===== src/rtl/ps2_key_encoder.sv =====
// PS/2 keyboard receiver: conditions the raw clock/data pins, deframes 11-bit frames and
// folds E0/F0 prefixes into the 11-bit {toggle, pressed, ext, code} key word.
module ps2_key_encoder #(
  parameter int SYNC_STAGES    = 2,
  parameter int FILTER_LEN     = 8,
  parameter int TIMEOUT_CYCLES = 6000
) (
  input  logic        clk_sys,
  input  logic        reset_n,
  input  logic        ps2_clk_in,
  input  logic        ps2_data_in,
  output logic [10:0] ps2_key,
  output logic        key_strobe,
  output logic        frame_err
);

  localparam int FW = $clog2(FILTER_LEN + 1);
  localparam int TW = $clog2(TIMEOUT_CYCLES + 1);

  typedef enum logic [1:0] {S_IDLE, S_DATA, S_PARITY, S_STOP} state_e;

  logic [SYNC_STAGES-1:0] clk_sync, data_sync;
  logic                   clk_s, data_s;
  logic [FW-1:0]          filt_cnt;
  logic                   filt_clk, filt_prev, fall;

  state_e      state_q, state_d;
  logic [2:0]  bit_cnt_q, bit_cnt_d;
  logic [7:0]  shift_q, shift_d;
  logic        par_q, par_d;
  logic        ext_q, ext_d, brk_q, brk_d;
  logic [TW-1:0] tmo_q, tmo_d;
  logic [10:0] key_d;
  logic        strobe_d, err_d;

  assign clk_s  = clk_sync[SYNC_STAGES-1];
  assign data_s = data_sync[SYNC_STAGES-1];
  assign fall   = filt_prev & ~filt_clk;

  // Idle PS/2 lines are high, so the conditioning chain resets to 1 to avoid a phantom fall.
  always_ff @(posedge clk_sys or negedge reset_n) begin
    if (!reset_n) begin
      clk_sync  <= '1;
      data_sync <= '1;
      filt_cnt  <= '0;
      filt_clk  <= 1'b1;
      filt_prev <= 1'b1;
    end else begin
      // NOTE: non-blocking assignments let every flop sample the pre-edge value of its neighbour.
      clk_sync  <= {clk_sync[SYNC_STAGES-2:0], ps2_clk_in};
      data_sync <= {data_sync[SYNC_STAGES-2:0], ps2_data_in};
      filt_prev <= filt_clk;
      if (clk_s != filt_clk) begin
        if (filt_cnt == FW'(FILTER_LEN - 1)) begin
          filt_clk <= clk_s;
          filt_cnt <= '0;
        end else begin
          filt_cnt <= filt_cnt + 1'b1;
        end
      end else begin
        filt_cnt <= '0;
      end
    end
  end

  always_comb begin
    // NOTE: every next-state signal takes its hold value first so no path can infer a latch.
    state_d   = state_q;
    bit_cnt_d = bit_cnt_q;
    shift_d   = shift_q;
    par_d     = par_q;
    ext_d     = ext_q;
    brk_d     = brk_q;
    key_d     = ps2_key;
    strobe_d  = 1'b0;
    err_d     = 1'b0;

    if (state_q == S_IDLE || fall) tmo_d = '0;
    else if (tmo_q != TW'(TIMEOUT_CYCLES)) tmo_d = tmo_q + 1'b1;
    else tmo_d = tmo_q;

    if (fall) begin
      unique case (state_q)
        S_IDLE: if (!data_s) begin
          state_d   = S_DATA;
          bit_cnt_d = '0;
        end
        S_DATA: begin
          shift_d   = {data_s, shift_q[7:1]};
          bit_cnt_d = bit_cnt_q + 3'd1;
          if (bit_cnt_q == 3'd7) state_d = S_PARITY;
        end
        S_PARITY: begin
          par_d   = data_s;
          state_d = S_STOP;
        end
        S_STOP: begin
          state_d = S_IDLE;
          if ((^{shift_q, par_q}) && data_s) begin
            if (shift_q == 8'hE0) begin
              ext_d = 1'b1;
            end else if (shift_q == 8'hF0) begin
              brk_d = 1'b1;
            end else begin
              key_d    = {~ps2_key[10], ~brk_q, ext_q, shift_q};
              strobe_d = 1'b1;
              ext_d    = 1'b0;
              brk_d    = 1'b0;
            end
          end else begin
            err_d = 1'b1;
            ext_d = 1'b0;
            brk_d = 1'b0;
          end
        end
        default: state_d = S_IDLE;
      endcase
    end else if (state_q != S_IDLE && tmo_q == TW'(TIMEOUT_CYCLES)) begin
      // A stalled frame is abandoned along with any prefixes collected so far.
      err_d   = 1'b1;
      state_d = S_IDLE;
      ext_d   = 1'b0;
      brk_d   = 1'b0;
      tmo_d   = '0;
    end
  end

  always_ff @(posedge clk_sys or negedge reset_n) begin
    if (!reset_n) begin
      state_q    <= S_IDLE;
      bit_cnt_q  <= '0;
      shift_q    <= '0;
      par_q      <= 1'b0;
      ext_q      <= 1'b0;
      brk_q      <= 1'b0;
      tmo_q      <= '0;
      ps2_key    <= '0;
      key_strobe <= 1'b0;
      frame_err  <= 1'b0;
    end else begin
      state_q    <= state_d;
      bit_cnt_q  <= bit_cnt_d;
      shift_q    <= shift_d;
      par_q      <= par_d;
      ext_q      <= ext_d;
      brk_q      <= brk_d;
      tmo_q      <= tmo_d;
      ps2_key    <= key_d;
      key_strobe <= strobe_d;
      frame_err  <= err_d;
    end
  end

endmodule


===== config.mk =====
export PLATFORM = sky130hd
export DESIGN_NAME = ps2_key_encoder
export DESIGN_NICKNAME = d
export VERILOG_FILES = /design/src/rtl/ps2_key_encoder.sv
export SDC_FILE = /design/constraint.sdc
export NUM_CORES = 1
export LEC_CHECK = 0
export ABC_AREA = 0
export CAP_MARGIN = 30
export CELL_PAD_IN_SITES_DETAIL_PLACEMENT = 1
export CELL_PAD_IN_SITES_GLOBAL_PLACEMENT = 2
export CORE_UTILIZATION = 34
export DETAILED_ROUTE_END_ITERATION = 12
export PLACE_DENSITY_LB_ADDON = 0.1
export SYNTH_ARGS = -nofsm -noshare
export SYNTH_HDL_FRONTEND = slang
export SYNTH_SLANG_ARGS = --single-unit

===== constraint.sdc =====
create_clock -name clk_sys -period 5.9 [get_ports clk_sys]
set_input_delay 0.59 -clock clk_sys [delete_from_list [all_inputs] [get_ports clk_sys]]
set_output_delay 0.59 -clock clk_sys [all_outputs]
set_load 0.01 [all_outputs]

==> flow_summary_export.csv, run 1 <==
group,metric,value,unit
drt,vias,1552,
sta,fin_worst_skew,0.0131,ns
drt,ant_nets,0,
clocking,post_cts_buffers,0,
worst_hold_path,min_from,"data_sync[0]",
place,place_congestion,0.740,
drt,via_per_inst,4.83,
outcome,status,"complete, no violations",
clocking,hold_buffers,0,
setup_path,reg2reg_from,"shift_q[5]",
setup_path,path_class,"register to register",
place,dpl.hpwl,3440,um
worst_hold_path,min_to,"data_sync[1]",
synthesis,ys_seq_area_share,53.1,%
power,pwr-share-comb,28.2,%
final_layout,final_common_cell,"dfrtp_1",
global_route,grt_overflow_total,0,
drt,wl_per_cell,14.6,um
clocking,clockBufferDepth,2,
power,switching_power,0.313,mW
global_route,grt_pass1_wl,8430,um
power,p_leak,1.30,nW
sta,timing.fmax,403,MHz
final_layout,fillers,784,
sta,period_share,42.1,%
floorplanning,core,6910,um^2
clocking,numCtsBuffers,5,
setup_path,critPathCaptureType,"register",
synthesis,synthFlopType,"dfrtp_1",
clocking,htreeDepth,2,
final_layout,final_cell_mix,"dfrtp_1 (46), nor2_1 (25), clkdlybuf4s50_1 (15)",
clocking,cts_root_buf,"clkbuf_8",
synthesis,netlist_area,2470,um^2
final_layout,layout-drive-gt1-share,17.8,%
power,power,0.918,mW
power,p_per_area,327,nW/um^2
clocking,clk_pin_slew_worst_paths,0.09,ns
global_route,grt_usage,14.5,%
global_route,grt_max_degree,53,
floorplanning,initial_utilization,35.7,%
power,internal_power,0.604,mW
flow_run,cap_viol_max_count,0,
sta,rsz0062_at_grt,"no",
setup_path,startpoint_type,"register",
sta,setup-tns-final,0,ns
clocking,post_cts_resized,0,
setup_path,worstPathRequired,6.10,ns
final_layout,fin_util,40.7,%
synthesis,ys.warnings.count,0,
worst_hold_path,holdPathStages,0,
drt,drt_iter0_drc,56,
power,p_clk_share,22.1,%
synthesis,synthesis.nets,218,
power,pwr-share-seq,49.7,%
power,irDropWorstVdd,164,uV
floorplanning,die_y,87.2,um
synthesis,synth_seq_cells,52,
global_route,antenna_found_initial,0,
clocking,clk_latency,0.31,ns
drt,wl,4680,um
sta,hold_viol,0,
sta,holdWs,0.361,ns
setup_path,timing.rr.end,"ps2_key[6]",
synthesis,ys_async_sr_fraction,100,%
final_layout,antenna_cells,0,
power,switching_share,34.2,%
floorplanning,ios,17,
place,dp_slack,3.41,ns
sta,fin_crit,2.48,ns
place,port_buffers,16,
clocking,cts_tree,"built",
synthesis,synthDistinctLibCells,44,
clocking,cts_sinks,52,
drt,drc_errors,0,
synthesis,synth_edf_count,0,
global_route,grt_pass1_vias,1716,
sta,drv_slew,0,
drt,drt_pass1_iterations,3,
synthesis,syn_inst,205,
setup_path,reg2reg_slack,3.42,ns
worst_hold_path,hold_class,"register to register",
sta,slew_headroom,55.3,%
sta,setup_violations,0,
final_layout,synthToLayoutAreaGrowth,14.0,%
sta,tightest_slew,0.669,ns
final_layout,layout.nets,237,
setup_path,reg2reg_depth,5,
floorplanning,die-area,7600,um^2
setup_path,cp.arrival,2.68,ns
sta,setup_slack,3.42,ns
floorplanning,die_w,87.2,um
setup_path,crit_fanout,10,
floorplanning,num_rows,30,
synthesis,avgSynthCellArea,12.0,um^2
[metrics by stage]
step,instances,cell area (um^2)
floorplan,205,2470
global placement,313,2720
detailed placement,313,2720
CTS,321,2810
global route,321,2810
finish,321,2810
[per-layer routing]
layer	vias to the layer above	track usage (%)	share of wire, %
met5	-	0	0
met4	0	4.02	1.1
met3	6	4.08	3.2
met2	20	24.7	49
met1	777	18.1	47
li1	749	-	-
[flip-flops by register name, summed over array words and instances (netlist names), 2 cells and up]
name,cells
data_sync,2
filt_cnt,4
bit_cnt_q,3
clk_sync,2
tmo_q,13
ps2_key,11
state_q,2
shift_q,8
[cell usage after synthesis (2+ instances only)]
master / n / area share [%]
a21oi_1: 2 / 0.41
a32o_1: 2 / 0.81
and3_1: 2 / 0.51
buf_2: 2 / 0.41
clkbuf_1: 2 / 0.30
dfrtp_1: 46 / 47
dfstp_2: 6 / 6.4
ha_1: 9 / 4.6
inv_1: 11 / 1.7
mux2_2: 10 / 4.6
mux2_4: 8 / 4.9
nand2_1: 8 / 1.2
nand2b_1: 2 / 0.51
nand3_1: 9 / 1.8
nand4_1: 2 / 0.51
nand4b_1: 3 / 1.1
nor2_1: 25 / 3.8
nor2b_1: 2 / 0.51
nor3_1: 4 / 0.81
o21ai_0: 6 / 1.2
o31a_1: 2 / 0.71
xnor2_1: 13 / 4.6
xor2_1: 8 / 2.8
[worst max-delay path, stage by stage, from the launching register on]
cell	delay (ns)
dfrtp_1	0.45
xor2_1	0.25
xnor3_2	0.57
mux2i_1	0.17
and3b_1	0.58
mux2_4	0.35
[cell type report]
type                       count  area [um^2]  area share [%]
sequential                    52         1310            46.6
timing repair buffer          17          163            5.79
clock inverter                 3         21.3           0.757
inverter                      11         41.3            1.47
tap                           96          120            4.27
clock buffer                   5         68.8            2.45
multi-input combinational    137         1090            38.7
[power by group through the flow]
stage | Combinational, mW | Clock [mW] | Sequential (mW)
after floorplan | 0.205 | 0 | 0.450
after global placement | 0.249 | 0 | 0.458
after detailed placement | 0.265 | 0 | 0.464
after CTS | 0.267 | 0.217 | 0.456
after global routing | 0.298 | 0.229 | 0.465
final | 0.259 | 0.203 | 0.456
[how the worst max path moves through the flow]
stage / from / endpoint / slack (ns) / cells past startpoint
after floorplan: tmo_q[0] / brk_q / 3.69 / 7
after CTS: shift_q[4] / ps2_key[3] / 3.40 / 5
after global placement: shift_q[4] / ps2_key[9] / 3.48 / 5
after detailed placement: shift_q[4] / ps2_key[6] / 3.41 / 5
after global routing: filt_prev / state_q[1] / 3.17 / 5
final: shift_q[5] / ps2_key[6] / 3.42 / 5
[cell families after synthesis]
group           Yosys count  synth area share [%]
mux                      19                  9.84
fa+ha+maj                 9                  4.57
buf+inv                  16                  2.84
simple gates             64                  13.7
compound gates           22                  6.65
xor+xnor                 23                  9.34
flops                    52                  53.1
Note: power is estimated with default switching activity, not from simulation.
==> run 2: changes to the inputs <==
==> constraint.sdc (replaced) <==
create_clock -name clk_sys -period 2.3 [get_ports clk_sys]
set_input_delay 0.23 -clock clk_sys [delete_from_list [all_inputs] [get_ports clk_sys]]
set_output_delay 0.23 -clock clk_sys [all_outputs]
set_load 0.01 [all_outputs]
==> flow_summary_export.csv, run 2 (synthesis gave the netlist of run 1 again) <==
group,metric,value,unit
setup_path,critPathCaptureType,"register",
final_layout,synthToLayoutAreaGrowth,21.7,%
final_layout,top_regs,"tmo_q: 13 flops, ps2_key: 11 flops, shift_q: 8 flops",
global_route,grt_overflow_total,0,
setup_path,startpoint,"tmo_q[0]",
clocking,post_cts_buffers,0,
drt,wl_per_cell,14.3,um
worst_hold_path,min_from,"ps2_clk_in",
floorplanning,ios,17,
drt,wl,4860,um
floorplanning,die_y,87.2,um
final_layout,layout-drive-gt1-share,23.9,%
floorplanning,die-area,7600,um^2
power,power,2.64,mW
setup_path,cpPeakStageDelay,0.57,ns
floorplanning,die_w,87.2,um
flow_run,cap_viol_max_count,0,
power,p_leak,1.42,nW
floorplanning,num_rows,30,
floorplanning,initial_utilization,35.7,%
sta,rsz0062_at_grt,"yes",
clocking,numCtsBuffers,5,
setup_path,slowest_stage,"or4b_4",
global_route,grt_usage,14.8,%
place,postPlaceCellArea,2840,um^2
sta,setup_violations,0,
final_layout,final_cell_mix,"dfrtp_1 (46), nor2_1 (25), buf_4 (17)",
sta,tightest_slew,0.566,ns
sta,fin_worst_skew,0.00914,ns
place,port_buffers,16,
clocking,cts_root_buf,"clkbuf_8",
drt,ant_nets,0,
drt,via_per_inst,4.78,
clocking,htreeDepth,2,
floorplanning,core,6910,um^2
place,dpl.hpwl,3630,um
setup_path,reg2reg_from,"tmo_q[0]",
global_route,grt_pass1_vias,1794,
setup_path,worstPathRequired,2.53,ns
sta,timing.fmax,444,MHz
power,irDropWorstVdd,373,uV
drt,vias,1620,
final_layout,layout.nets,255,
sta,fin_crit,2.25,ns
worst_hold_path,hold_class,"primary input to register",
sta,slew_headroom,61.9,%
setup_path,critical-path-top-delay-family,"simple AND/OR/NAND/NOR gates",
drt,drt_pass1_iterations,4,
sta,drv_slew,0,
global_route,grt_max_degree,43,
setup_path,cp_num_buf_inv,1,
outcome,status,"complete, no violations",
setup_path,path_class,"register to register",
clocking,clk_latency,0.30,ns
setup_path,crit_chain,"inv_1, ha_1, or4b_1, or4b_4, o31a_1, nand2b_1, a2bb2oi_1",
drt,drc_errors,0,
clocking,clk_pin_slew_worst_paths,0.09,ns
setup_path,startpoint_type,"register",
setup_path,crit_fanout,5,
sta,period_share,98.0,%
clocking,clockBufferDepth,2,
final_layout,largest_register,"tmo_q",
drt,drt_iter0_drc,16,
final_layout,final_common_cell,"dfrtp_1",
sta,hold_viol,0,
final_layout,antenna_cells,0,
final_layout,largest_reg_flops,13,
setup_path,cp.arrival,2.48,ns
clocking,cts_sinks,52,
place,place_congestion,0.752,
clocking,cts_tree,"built",
global_route,grt_pass1_wl,8570,um
power,p_per_area,878,nW/um^2
global_route,antenna_found_initial,0,
final_layout,final_area,3000,um^2
-- run 2: final timing paths --
path | endpoint | slack [ns] | cells after the start
setup / recovery | brk_q | 0.05 | 7
hold / removal | clk_sync[0] | 0.33 | 1
setup reg to reg | brk_q | 0.05 | 7
hold reg to reg | data_sync[1] | 0.36 | 0
max in group asynchronous | tmo_q[8] | 1.31 | 4
min in group asynchronous | shift_q[6] | 0.35 | 2
-- run 2: final cells by class --
cell class	instances	area, um^2
Sequential cell	52	1310
Inverter	11	41.3
Timing Repair Buffer	35	313
Tap cell	96	120
Fill cell	761	3910
Clock inverter	1	30.0
Multi-Input combinational cell	137	1090
Clock buffer	7	96.3
-- run 2: per-stage QoR --
| step | worst slack [ns] | hold WS [ns] | instances | util, % | setup TNS [ns] |
|---|---|---|---|---|---|
| after floorplan | 0.0882 | -0.0656 | 205 | - | 0 |
| after global placement | 0.0660 | 0.345 | 329 | 41.1 | 0 |
| after detailed placement | -0.00710 | 0.351 | 329 | 41.1 | -0.00710 |
| after CTS | 0.0157 | 0.0838 | 337 | 43.0 | 0 |
| after global routing | -0.0397 | 0.323 | 339 | 43.4 | -0.0397 |
| final | 0.0460 | 0.330 | 339 | 43.4 | 0 |
-- run 2: worst register-to-register path, delay by kind of cell (launching register included) --
family / cells / cell delay, ns
flip-flops: 1 / 0.39
adder cells (fa/ha/maj): 1 / 0.12
buffers and inverters: 1 / 0.06
AO/OA/AOI/OAI: 2 / 0.46
AND/OR/NAND/NOR: 3 / 1.16
-- run 2: routing by layer --
| layer | wire [um] | up-vias | track usage, % |
|---|---|---|---|
| met2 | 2260 | 19 | 24.0 |
| met4 | 66 | 0 | 4.92 |
| met1 | 2440 | 814 | 19.8 |
| met3 | 96 | 5 | 3.13 |
| met5 | 0 | - | 0 |
| li1 | - | 782 | - |
-- run 2: repair_timing --
item,in CTS,in global routing
hold endpoints to repair,0,11
resized for setup,1,1
pin swaps,1,0
hold buffers,0,1
setup endpoints to repair,9,9
-- run 2: where the power goes --
part / internal (mW) / switching (mW)
Combinational: 0.383 / 0.444
Clock: 0.384 / 0.285
Sequential: 1.05 / 0.0924
Total: 1.81 / 0.822
==> run 3: changes to the inputs <==
--- a/config.mk
+++ b/config.mk
@@ -6,10 +6,11 @@
 export NUM_CORES = 1
 export LEC_CHECK = 0
 export ABC_AREA = 0
-export CAP_MARGIN = 30
+export CAP_MARGIN = 20
 export CELL_PAD_IN_SITES_DETAIL_PLACEMENT = 1
 export CELL_PAD_IN_SITES_GLOBAL_PLACEMENT = 2
 export CORE_UTILIZATION = 34
+export CTS_CLUSTER_DIAMETER = 150
 export DETAILED_ROUTE_END_ITERATION = 12
 export PLACE_DENSITY_LB_ADDON = 0.1
 export SYNTH_ARGS = -nofsm -noshare
==> flow_summary_export.csv, run 3 (synthesis gave the netlist of run 1 again) <==
group,metric,value,unit
setup_path,timing.rr.end,"brk_q",
drt,drt_pass1_iterations,4,
floorplanning,die_y,87.2,um
clocking,cts_tree,"built",
setup_path,reg2reg_depth,7,
final_layout,antenna_cells,0,
floorplanning,ios,17,
global_route,grt_pass1_wl,8570,um
drt,wl,4850,um
sta,hold_viol,0,
global_route,grt_usage,14.8,%
drt,vias,1622,
sta,holdWs,0.0629,ns
setup_path,crit_fanout,5,
drt,via_per_inst,4.81,
clocking,cts_sinks,52,
place,dpl.hpwl,3630,um
setup_path,reg2reg_slack,0.04,ns
clocking,clk_latency,0.30,ns
final_layout,largest_reg_flops,13,
setup_path,startpoint_type,"register",
global_route,grt_overflow_total,0,
clocking,numCtsBuffers,5,
sta,tightest_slew,0.922,ns
sta,drv_slew,0,
sta,fin_crit,2.26,ns
global_route,antenna_found_initial,0,
worst_hold_path,hold_class,"primary input to asynchronous set/reset pin",
final_layout,layout.nets,253,
final_layout,largest_register,"tmo_q",
final_layout,final_cell_mix,"dfrtp_1 (46), nor2_1 (25), buf_4 (17)",
floorplanning,initial_utilization,35.7,%
final_layout,top_regs,"tmo_q: 13 flops, ps2_key: 11 flops, shift_q: 8 flops",
clocking,hold_buffers,0,
setup_path,cpPeakStageDelay,0.57,ns
clocking,post_cts_buffers,0,
sta,setup_slack,0.0411,ns
floorplanning,die_w,87.2,um
setup_path,path_class,"register to register",
final_layout,synthToLayoutAreaGrowth,20.4,%
power,p_per_area,885,nW/um^2
global_route,grt_pass1_vias,1794,
place,dp_slack,-0.00710,ns
place,place_congestion,0.752,
setup_path,crit_chain,"inv_1, ha_1, or4b_1, or4b_4, o31a_1, nand2b_1, a2bb2oi_1",
floorplanning,die-area,7600,um^2
floorplanning,core,6910,um^2
setup_path,cp.arrival,2.49,ns
sta,slew_headroom,38.5,%
drt,drc_errors,0,
flow_run,cap_viol_max_count,0,
place,port_buffers,16,
setup_path,reg2reg_from,"tmo_q[0]",
sta,setup_violations,0,
setup_path,slowest_stage,"or4b_4",
sta,period_share,98.2,%
sta,rsz0062_at_grt,"yes",
clocking,clk_pin_slew_worst_paths,0.09,ns
clocking,clockBufferDepth,2,
clocking,cts_root_buf,"clkbuf_8",
setup_path,critPathCaptureType,"register",
drt,drt_iter0_drc,14,
floorplanning,num_rows,30,
final_layout,layout-drive-gt1-share,23.7,%
power,irDropWorstVdd,373,uV
sta,timing.fmax,443,MHz
outcome,status,"complete, no violations",
setup_path,worstPathRequired,2.53,ns
clocking,htreeDepth,2,
sta,fin_worst_skew,0.00642,ns
power,p_leak,1.40,nW
drt,ant_nets,0,
drt,wl_per_cell,14.4,um
global_route,grt_max_degree,43,
final_layout,final_common_cell,"dfrtp_1",
## run 3: changes by cell type in the layout (fill, tap and decap cells not counted), sizes merged
| cell | delta |
|---|---|
| buf | -1 |
| dlygate4sd3 | -1 |
## run 3: final cells by class
| class | instances | area [um^2] |
|---|---|---|
| sequential | 52 | 1310 |
| multi-input combinational | 137 | 1090 |
| clock buffer | 7 | 96.3 |
| clock inverter | 1 | 30.0 |
| inverter | 11 | 41.3 |
| fill | 764 | 3940 |
| timing repair buffer | 33 | 283 |
| tap | 96 | 120 |
## run 3: through the flow
stage | total power [mW] | utilization [%] | setup TNS, ns | std cells | cell area, um^2
3_3_place_gp | 1.93 | 41.1 | 0 | 329 | 2840
5_1_grt | 2.81 | 43.0 | -0.0397 | 337 | 2970
4_1_cts | 2.68 | 43.0 | 0 | 337 | 2970
6_report | 2.63 | 43.0 | 0 | 337 | 2970
2_1_floorplan | 1.68 | - | 0 | 205 | 2470
3_5_place_dp | 1.99 | 41.1 | -0.00710 | 329 | 2840
## run 3: how the worst max path moves through the flow
stage / cells after the start / start / slack (ns) / to
finish: 7 / tmo_q[0] / 0.04 / brk_q
global route: 7 / tmo_q[1] / -0.04 / brk_q
CTS: 7 / tmo_q[0] / 0.02 / brk_q
detailed placement: 5 / shift_q[5] / -0.007 / ps2_key[4]
global placement: 7 / tmo_q[0] / 0.07 / brk_q
floorplan: 7 / tmo_q[0] / 0.09 / brk_q
## run 3: metal layers
metal	global-route usage, %	share of wire, %
met1	19.8	49
met2	24.0	47
met3	3.13	2.1
met4	4.92	1.4
met5	0	0
## run 3: where the power goes
part,internal [mW],switching [mW]
combinational,0.379,0.444
sequential,1.05,0.0924
clock,0.384,0.284
total,1.81,0.820
## run 3: critical path: cells and delay by family, from the launching register on
| kind | cells | cell delay (ns) |
|---|---|---|
| adder cells (fa/ha/maj) | 1 | 0.12 |
| AO/OA/AOI/OAI | 2 | 0.46 |
| AND/OR/NAND/NOR | 3 | 1.16 |
| buffers and inverters | 1 | 0.06 |
| flip-flops | 1 | 0.39 |
## run 3: repair_timing
action,4_1_cts,5_1_grt
hold endpoints to repair,0,0
gates resized for setup,1,1
endpoints found under the setup margin,9,9
pin swaps,1,0
